## config.mk

```make
export PLATFORM = sky130hd
export DESIGN_NAME = axis_downsizer
export DESIGN_NICKNAME = d
export VERILOG_FILES = /design/src/rtl/axis_downsizer.sv
export SDC_FILE = /design/constraint.sdc
export NUM_CORES = 1
export LEC_CHECK = 0
export ABC_AREA = 1
export BUFFER_PORTS_ARGS = -buffer_cell sky130_fd_sc_hd__clkbuf_2
export CORE_AREA = 8 8 223 225
export CTS_CLUSTER_SIZE = 10
export DETAILED_ROUTE_END_ITERATION = 10
export DIE_AREA = 0 0 231 233
export GPL_ROUTABILITY_DRIVEN = 1
export GPL_TIMING_DRIVEN = 0
export PLACE_DENSITY = 0.75
export SLEW_MARGIN = 15
export SYNTH_ARGS = -nofsm -noshare
export SYNTH_HDL_FRONTEND = slang
export SYNTH_SLANG_ARGS = --single-unit
```

## constraint.sdc

```tcl
create_clock -name aclk -period 2.5 [get_ports aclk]
set_input_delay 0.5 -clock aclk [delete_from_list [all_inputs] [get_ports aclk]]
set_output_delay 0.5 -clock aclk [all_outputs]
set_load 0.005 [all_outputs]
```

## src/rtl/axis_downsizer.sv

```systemverilog
// AXI4-Stream width downsizer: buffers one wide beat and replays it as RATIO
// narrow beats, least-significant slice first, with no bubbles between wide beats.
module axis_downsizer #(
  parameter int S_DATA_BITS = 512,
  parameter int M_DATA_BITS = 64
) (
  input  logic                   aclk,
  input  logic                   areset,
  input  logic [S_DATA_BITS-1:0] s_axis_tdata,
  input  logic                   s_axis_tvalid,
  output logic                   s_axis_tready,
  output logic [M_DATA_BITS-1:0] m_axis_tdata,
  output logic                   m_axis_tvalid,
  input  logic                   m_axis_tready
);

  localparam int RATIO = S_DATA_BITS / M_DATA_BITS;
  localparam int CW    = (RATIO > 1) ? $clog2(RATIO) : 1;

  if (((S_DATA_BITS % M_DATA_BITS) != 0) || (M_DATA_BITS > S_DATA_BITS)) begin : g_param_check
    $error("axis_downsizer: S_DATA_BITS must be a whole multiple of M_DATA_BITS");
  end

  typedef enum logic {
    ST_EMPTY     = 1'b0,
    ST_SERIALISE = 1'b1
  } state_t;

  state_t                 state_q, state_d;
  logic [S_DATA_BITS-1:0] buf_q, buf_d;
  logic [CW-1:0]          cnt_q, cnt_d;

  logic full_s;
  logic last_s;
  logic m_fire_s;
  logic s_fire_s;
  logic [M_DATA_BITS-1:0] tdata_s;

  // Handshake terms and the slice selected by the current count.
  always_comb begin
    full_s        = (state_q == ST_SERIALISE);
    last_s        = (cnt_q == CW'(RATIO - 1));
    m_fire_s      = full_s & m_axis_tready;
    s_axis_tready = ~areset & (~full_s | (m_fire_s & last_s));
    s_fire_s      = s_axis_tvalid & s_axis_tready;
    tdata_s       = '0;
    for (int i = 0; i < RATIO; i++) begin
      tdata_s = tdata_s | (buf_q[i*M_DATA_BITS +: M_DATA_BITS] & {M_DATA_BITS{cnt_q == CW'(i)}});
    end
    m_axis_tvalid = full_s;
    m_axis_tdata  = tdata_s;
  end

  // Next-state logic: load on acceptance, step through slices, refill on the last slice.
  always_comb begin
    state_d = state_q;
    buf_d   = buf_q;
    cnt_d   = cnt_q;
    case (state_q)
      ST_EMPTY: begin
        if (s_fire_s) begin
          buf_d   = s_axis_tdata;
          cnt_d   = '0;
          state_d = ST_SERIALISE;
        end else begin
          state_d = ST_EMPTY;
        end
      end
      ST_SERIALISE: begin
        if (m_fire_s) begin
          if (last_s) begin
            cnt_d = '0;
            if (s_fire_s) begin
              buf_d   = s_axis_tdata;
              state_d = ST_SERIALISE;
            end else begin
              state_d = ST_EMPTY;
            end
          end else begin
            cnt_d = cnt_q + CW'(1);
          end
        end else begin
          state_d = ST_SERIALISE;
        end
      end
      default: begin
        state_d = ST_EMPTY;
      end
    endcase
  end

  // State registers with synchronous reset; a reset drops any partial wide beat.
  always_ff @(posedge aclk) begin
    if (areset) begin
      state_q <= ST_EMPTY;
      buf_q   <= '0;
      cnt_q   <= '0;
    end else begin
      state_q <= state_d;
      buf_q   <= buf_d;
      cnt_q   <= cnt_d;
    end
  end

endmodule

```

# After elaboration in Yosys (flattened, before gate mapping)

Cells that the tools add are included.

Multiplexer cells: 12
Multipliers: 0
Add/sub/neg operators: 1
$lt $le $gt $ge: 0
Shift operators: 0
Bitwise gates (word level): 22
Equality and inequality tests: 10
Divide/modulo/power cells: 0
Reduce and logical (&&, ||, !) cells: 3

Operator list:

| kind                | count |
|---|---|
| $mux 512            | 3 |
| $pmux 512 s2        | 1 |
| $and 64x64->64      | 8 |
| $or 64x64->64       | 7 |
| $eq 3x3->1 const B  | 4 |
| $mux 3              | 3 |
| $eq 3x2->1 const B  | 2 |
| $pmux 3 s2          | 1 |
| $and 1x1->1         | 4 |
| $ne 2x1->1 const B  | 2 |
| $reduce_and 2->1    | 2 |
| $add 3x1->3 const B | 1 |
| $eq 3x1->1 const B  | 1 |
| $logic_not 3->1     | 1 |
| $mux 1              | 3 |
| $ne 2x2->1 const B  | 1 |
| $not 1->1           | 2 |
| $pmux 1 s2          | 1 |
| $or 1x1->1          | 1 |

Bits in read-only memories: 0
Output and inout bits: 66
Memories: 0
Logic and storage cells: 51
Bits in latches: 0
Memory bits (writable): 0
Register bits: 516

# Depth between registers and ports, before layout

Depth in word-level cells: 9
Mapped depth: 11
Gate-level depth less buffers: 8

# Least setup slack after synthesis

Ideal clock, no wire load.

Kind: flip-flop to output port
Start: reg cnt_q[1]
End: out m_axis_tdata[24]
Slack: 0.465 ns
Buffers on the path: 2
Required time: 2.000 ns
Data arrival time: 1.535 ns
Cell stages (with the launch flop): 11
Path through: dfxtp_1 > ha_1 > ha_1 > clkbuf_1 > clkbuf_1 > nand2_1 > nand2_1 > inv_1 > nand2_1 > nor2_1 > nand2_1

Cells in the longest elaborated chain, start to end: 9
Elaborated cells on any way between the ends: 23
Classes of those cells: eq/ne (7); bitwise (15); reduce/logical (1)

RTL lines:

| element                                       | line | text |
|---|---|---|
| start, declared                               | 31   | `logic [CW-1:0] cnt_q, cnt_d;` |
| start signal, assigned                        | 101  | `cnt_q <= cnt_d;` |
| $eq 3x1->1 or $logic_not 3->1 (tied branches) | 48   | `tdata_s = tdata_s \| (buf_q[i*M_DATA_BITS +: M_DATA_BITS] & {M_DATA_BITS{cnt_q == CW'(i)}});` |
| $and 64x64->64                                | 48   |  |
| $or 64x64->64 (6 in a row)                    | 48   |  |
| $or 64x64->64 *                               | 48   |  |
| end, declared                                 | 12   | `output logic [M_DATA_BITS-1:0] m_axis_tdata,` |

Every way passes the cells marked *; elsewhere a longest branch is shown, timed or not.

# Final worst setup path

Start: reg cnt_q[1]
End: out m_axis_tdata[35]

Same word-level chain as after synthesis.

==> qor.txt <==
TritonCTS clock tree = built
Die ar. = 0.0538 mm^2
Post-Syn Area = 0.0227 mm^2
post-synth cell types = 15
most frequent cells in the layout = nand3_1, nand2_1, clkbuf_2, dfxtp_1, nand2_2
drt wl/cell = 24.1 um
CP bufs+invs = 3
Max Fclk = 0.348 GHz
area of the core = 0.0461 mm^2
final std cells w/o fill = 4,682
Total GRT Usage = 39.4%
Root Buffer = clkbuf_16
Worst Max-Slew Pin Slew = 1.14 ns
first-pass GRT wire length = 159,000 um
Final Cell Area = 0.0311 mm^2
worst endpoint data arrival time = 2.37 ns
io pins = 582
final WL = 113,000 um
Clock Sink Count = 516
Leak Pwr = 16.7 nW
max-cap violations = 0
cells along the critical path = ha_4, ha_4, clkbuf_16, clkbuf_16, nand2_2, nand3_2, nor2_4, nand2_1, buf_2
wire length on met3 = 12,800 um
fin crit period = 2.87 ns
largest net degree at the start of global routing = 15
Port Buffers = 581
share of cells above drive strength 1 = 31.6%
run status = finished, violations left
wire length on met1 = 40,800 um
Slew HR = 23.7%
RePlAce Congestion = 0.997
Max Slew Vio Count = 0
DR WL met2 = 50,900 um
Mean Syn Cell Area = 6.75 um^2
sequential area share after synthesis = 45.4%
DR pass1 iterations = 8
Rows = 79
CP Class = flip-flop to output port
crit-path max FO = 5
setup tns final = -20.21 ns
skew final = 0.0360 ns
maximum vdd ir drop = 593 uV
DP Cell Count = 4,558
Area Growth Syn to Fin = 36.9%
yosys synthesis warning count = 0
failing checks = setup timing
Hold WC Path Type = input pin to flip-flop
final setup fails = 190
Tot Pwr = 0.0195 W
CTS clock-pin slew for the worst setup and hold paths = 0.06 ns
Antenna Violating Nets Remaining = 0
Vias/cell = 5.88
commonest non-fill, non-tap cell in the layout = nand3_1
via count = 27,500
Fin Hold WS = 0.101 ns
total grt overflow = 0
max layer used = met5
Final period util = 115%
number of buffers created by CTS = 58
Critical-path top delay cell = dfxtp_4
CP top delay family = simple AND/OR/NAND/NOR gates
initial antenna violation count = 3
Crit path largest cell delay = 0.38 ns
RSZ-0062 raised after global routing = yes
Hold Buf Count CTS = 0
DRC violations left = 0
Initial Util = 49.4%
placed inst area = 0.0264 mm^2
final net count = 4,587
Final WS setup = -0.373 ns
syn_nets = 3,892
Clock Path Buffers = 3
clk_lat worst skew = 0.63 ns
Die Y = 233 um
Detailed Route Iter0 Violations = 3,689
Yosys reg bits = 516
H-tree depth = 2
startpoint type of the worst setup path = flip-flop
cells after synthesis = 3,370
Final Hold Fails = 0
CP required = 2.00 ns
chip width = 231 um
vias in the first global route = 25,900
CP endpoint kind = output port
DP HPWL = 85,300 um
Cell Pwr Density = 628 mW/mm^2
-- Yosys cell counts, drive strengths merged --
cell type | count | area (um^2)
dfxtp | 516 | 10300
buf | 190 | 932
o21ai | 1 | 5.00
ha | 6 | 75.1
nand2 | 1148 | 4310
a21oi | 5 | 28.8
or2 | 1 | 6.26
nor2 | 194 | 728
nand3 | 1123 | 5620
clkbuf | 92 | 345
inv | 94 | 353
-- layout make-up --
type	count	area (um^2)
Tap cell	607	759
Clock inverter	2	13.8
Fill cell	4143	14900
Antenna cell	2	5.00
Multi-Input combinational cell	2478	12500
Clock buffer	66	1540
Sequential cell	516	10300
Timing Repair inverter	1	8.76
Buffer	277	1830
Timing Repair Buffer	639	3690
Inverter	94	400
-- routing by layer --
layer	vias up	global-route usage (%)
met5	-	0
met4	2	25.1
met3	403	7.79
met2	1962	63.1
met1	12800	48.3
li1	12400	-
-- registers in the layout, summed over array words and instances, names as in the netlist --
signal and flops:
buf_q 512, cnt_q 3, m_axis_tvalid 1
-- path summary, 6_finish.rpt --
path | start | end | slack (ns) | cells after the start
min | s_axis_tdata[480] | buf_q[480]$_SDFFE_PP0P_ | 0.10 | 3
max | cnt_q[1]$_SDFFE_PP0P_ | m_axis_tdata[35] | -0.37 | 9
min reg2reg | buf_q[42]$_SDFFE_PP0P_ | buf_q[42]$_SDFFE_PP0P_ | 0.46 | 2
max reg2reg | cnt_q[1]$_SDFFE_PP0P_ | buf_q[250]$_SDFFE_PP0P_ | -0.08 | 10
-- timing repair --
| action | in CTS | in global routing |
|---|---|---|
| gates cloned | 12 | 4 |
| pin swaps | 114 | 99 |
| resized for setup | 516 | 240 |
| endpoints found under the setup margin | 535 | 65 |
| setup buffers | 35 | 8 |
-- stage by stage --
| step | setup slack, ns | util, % |
|---|---|---|
| after global routing | -0.368 | 67.6 |
| after detailed placement | -0.739 | 57.3 |
| after global placement | -0.739 | 57.3 |
| after CTS | -0.387 | 65.8 |
| final | -0.373 | 67.6 |
| after floorplan | 0.465 | - |
-- worst register-to-register path, stage by stage (launching register included) --
cell and delay, ns:
dfxtp_4 0.40, ha_4 0.18, ha_4 0.20, buf_6 0.11, nand2_2 0.06, a21oi_4 0.23
buf_4 0.28, buf_2 0.42, buf_2 0.37, nand3_1 0.16, nand2_1 0.11
-- where the power goes --
part,internal (W),switching [W],total [W],leakage [nW]
combinational,0.00100,0.00171,0.00271,11.7
sequential,0.00880,0.000383,0.00919,4.25
clock,0.00426,0.00339,0.00765,0.768
-- cells by family after synthesis --
kind of cell | after synthesis | share of synthesized area (%)
compound gates | 6 | 0.149
fa+ha+maj | 6 | 0.330
buf+inv | 376 | 7.17
flops | 516 | 45.4
simple gates | 2466 | 46.9
Note: power is estimated with default switching activity, not from simulation.
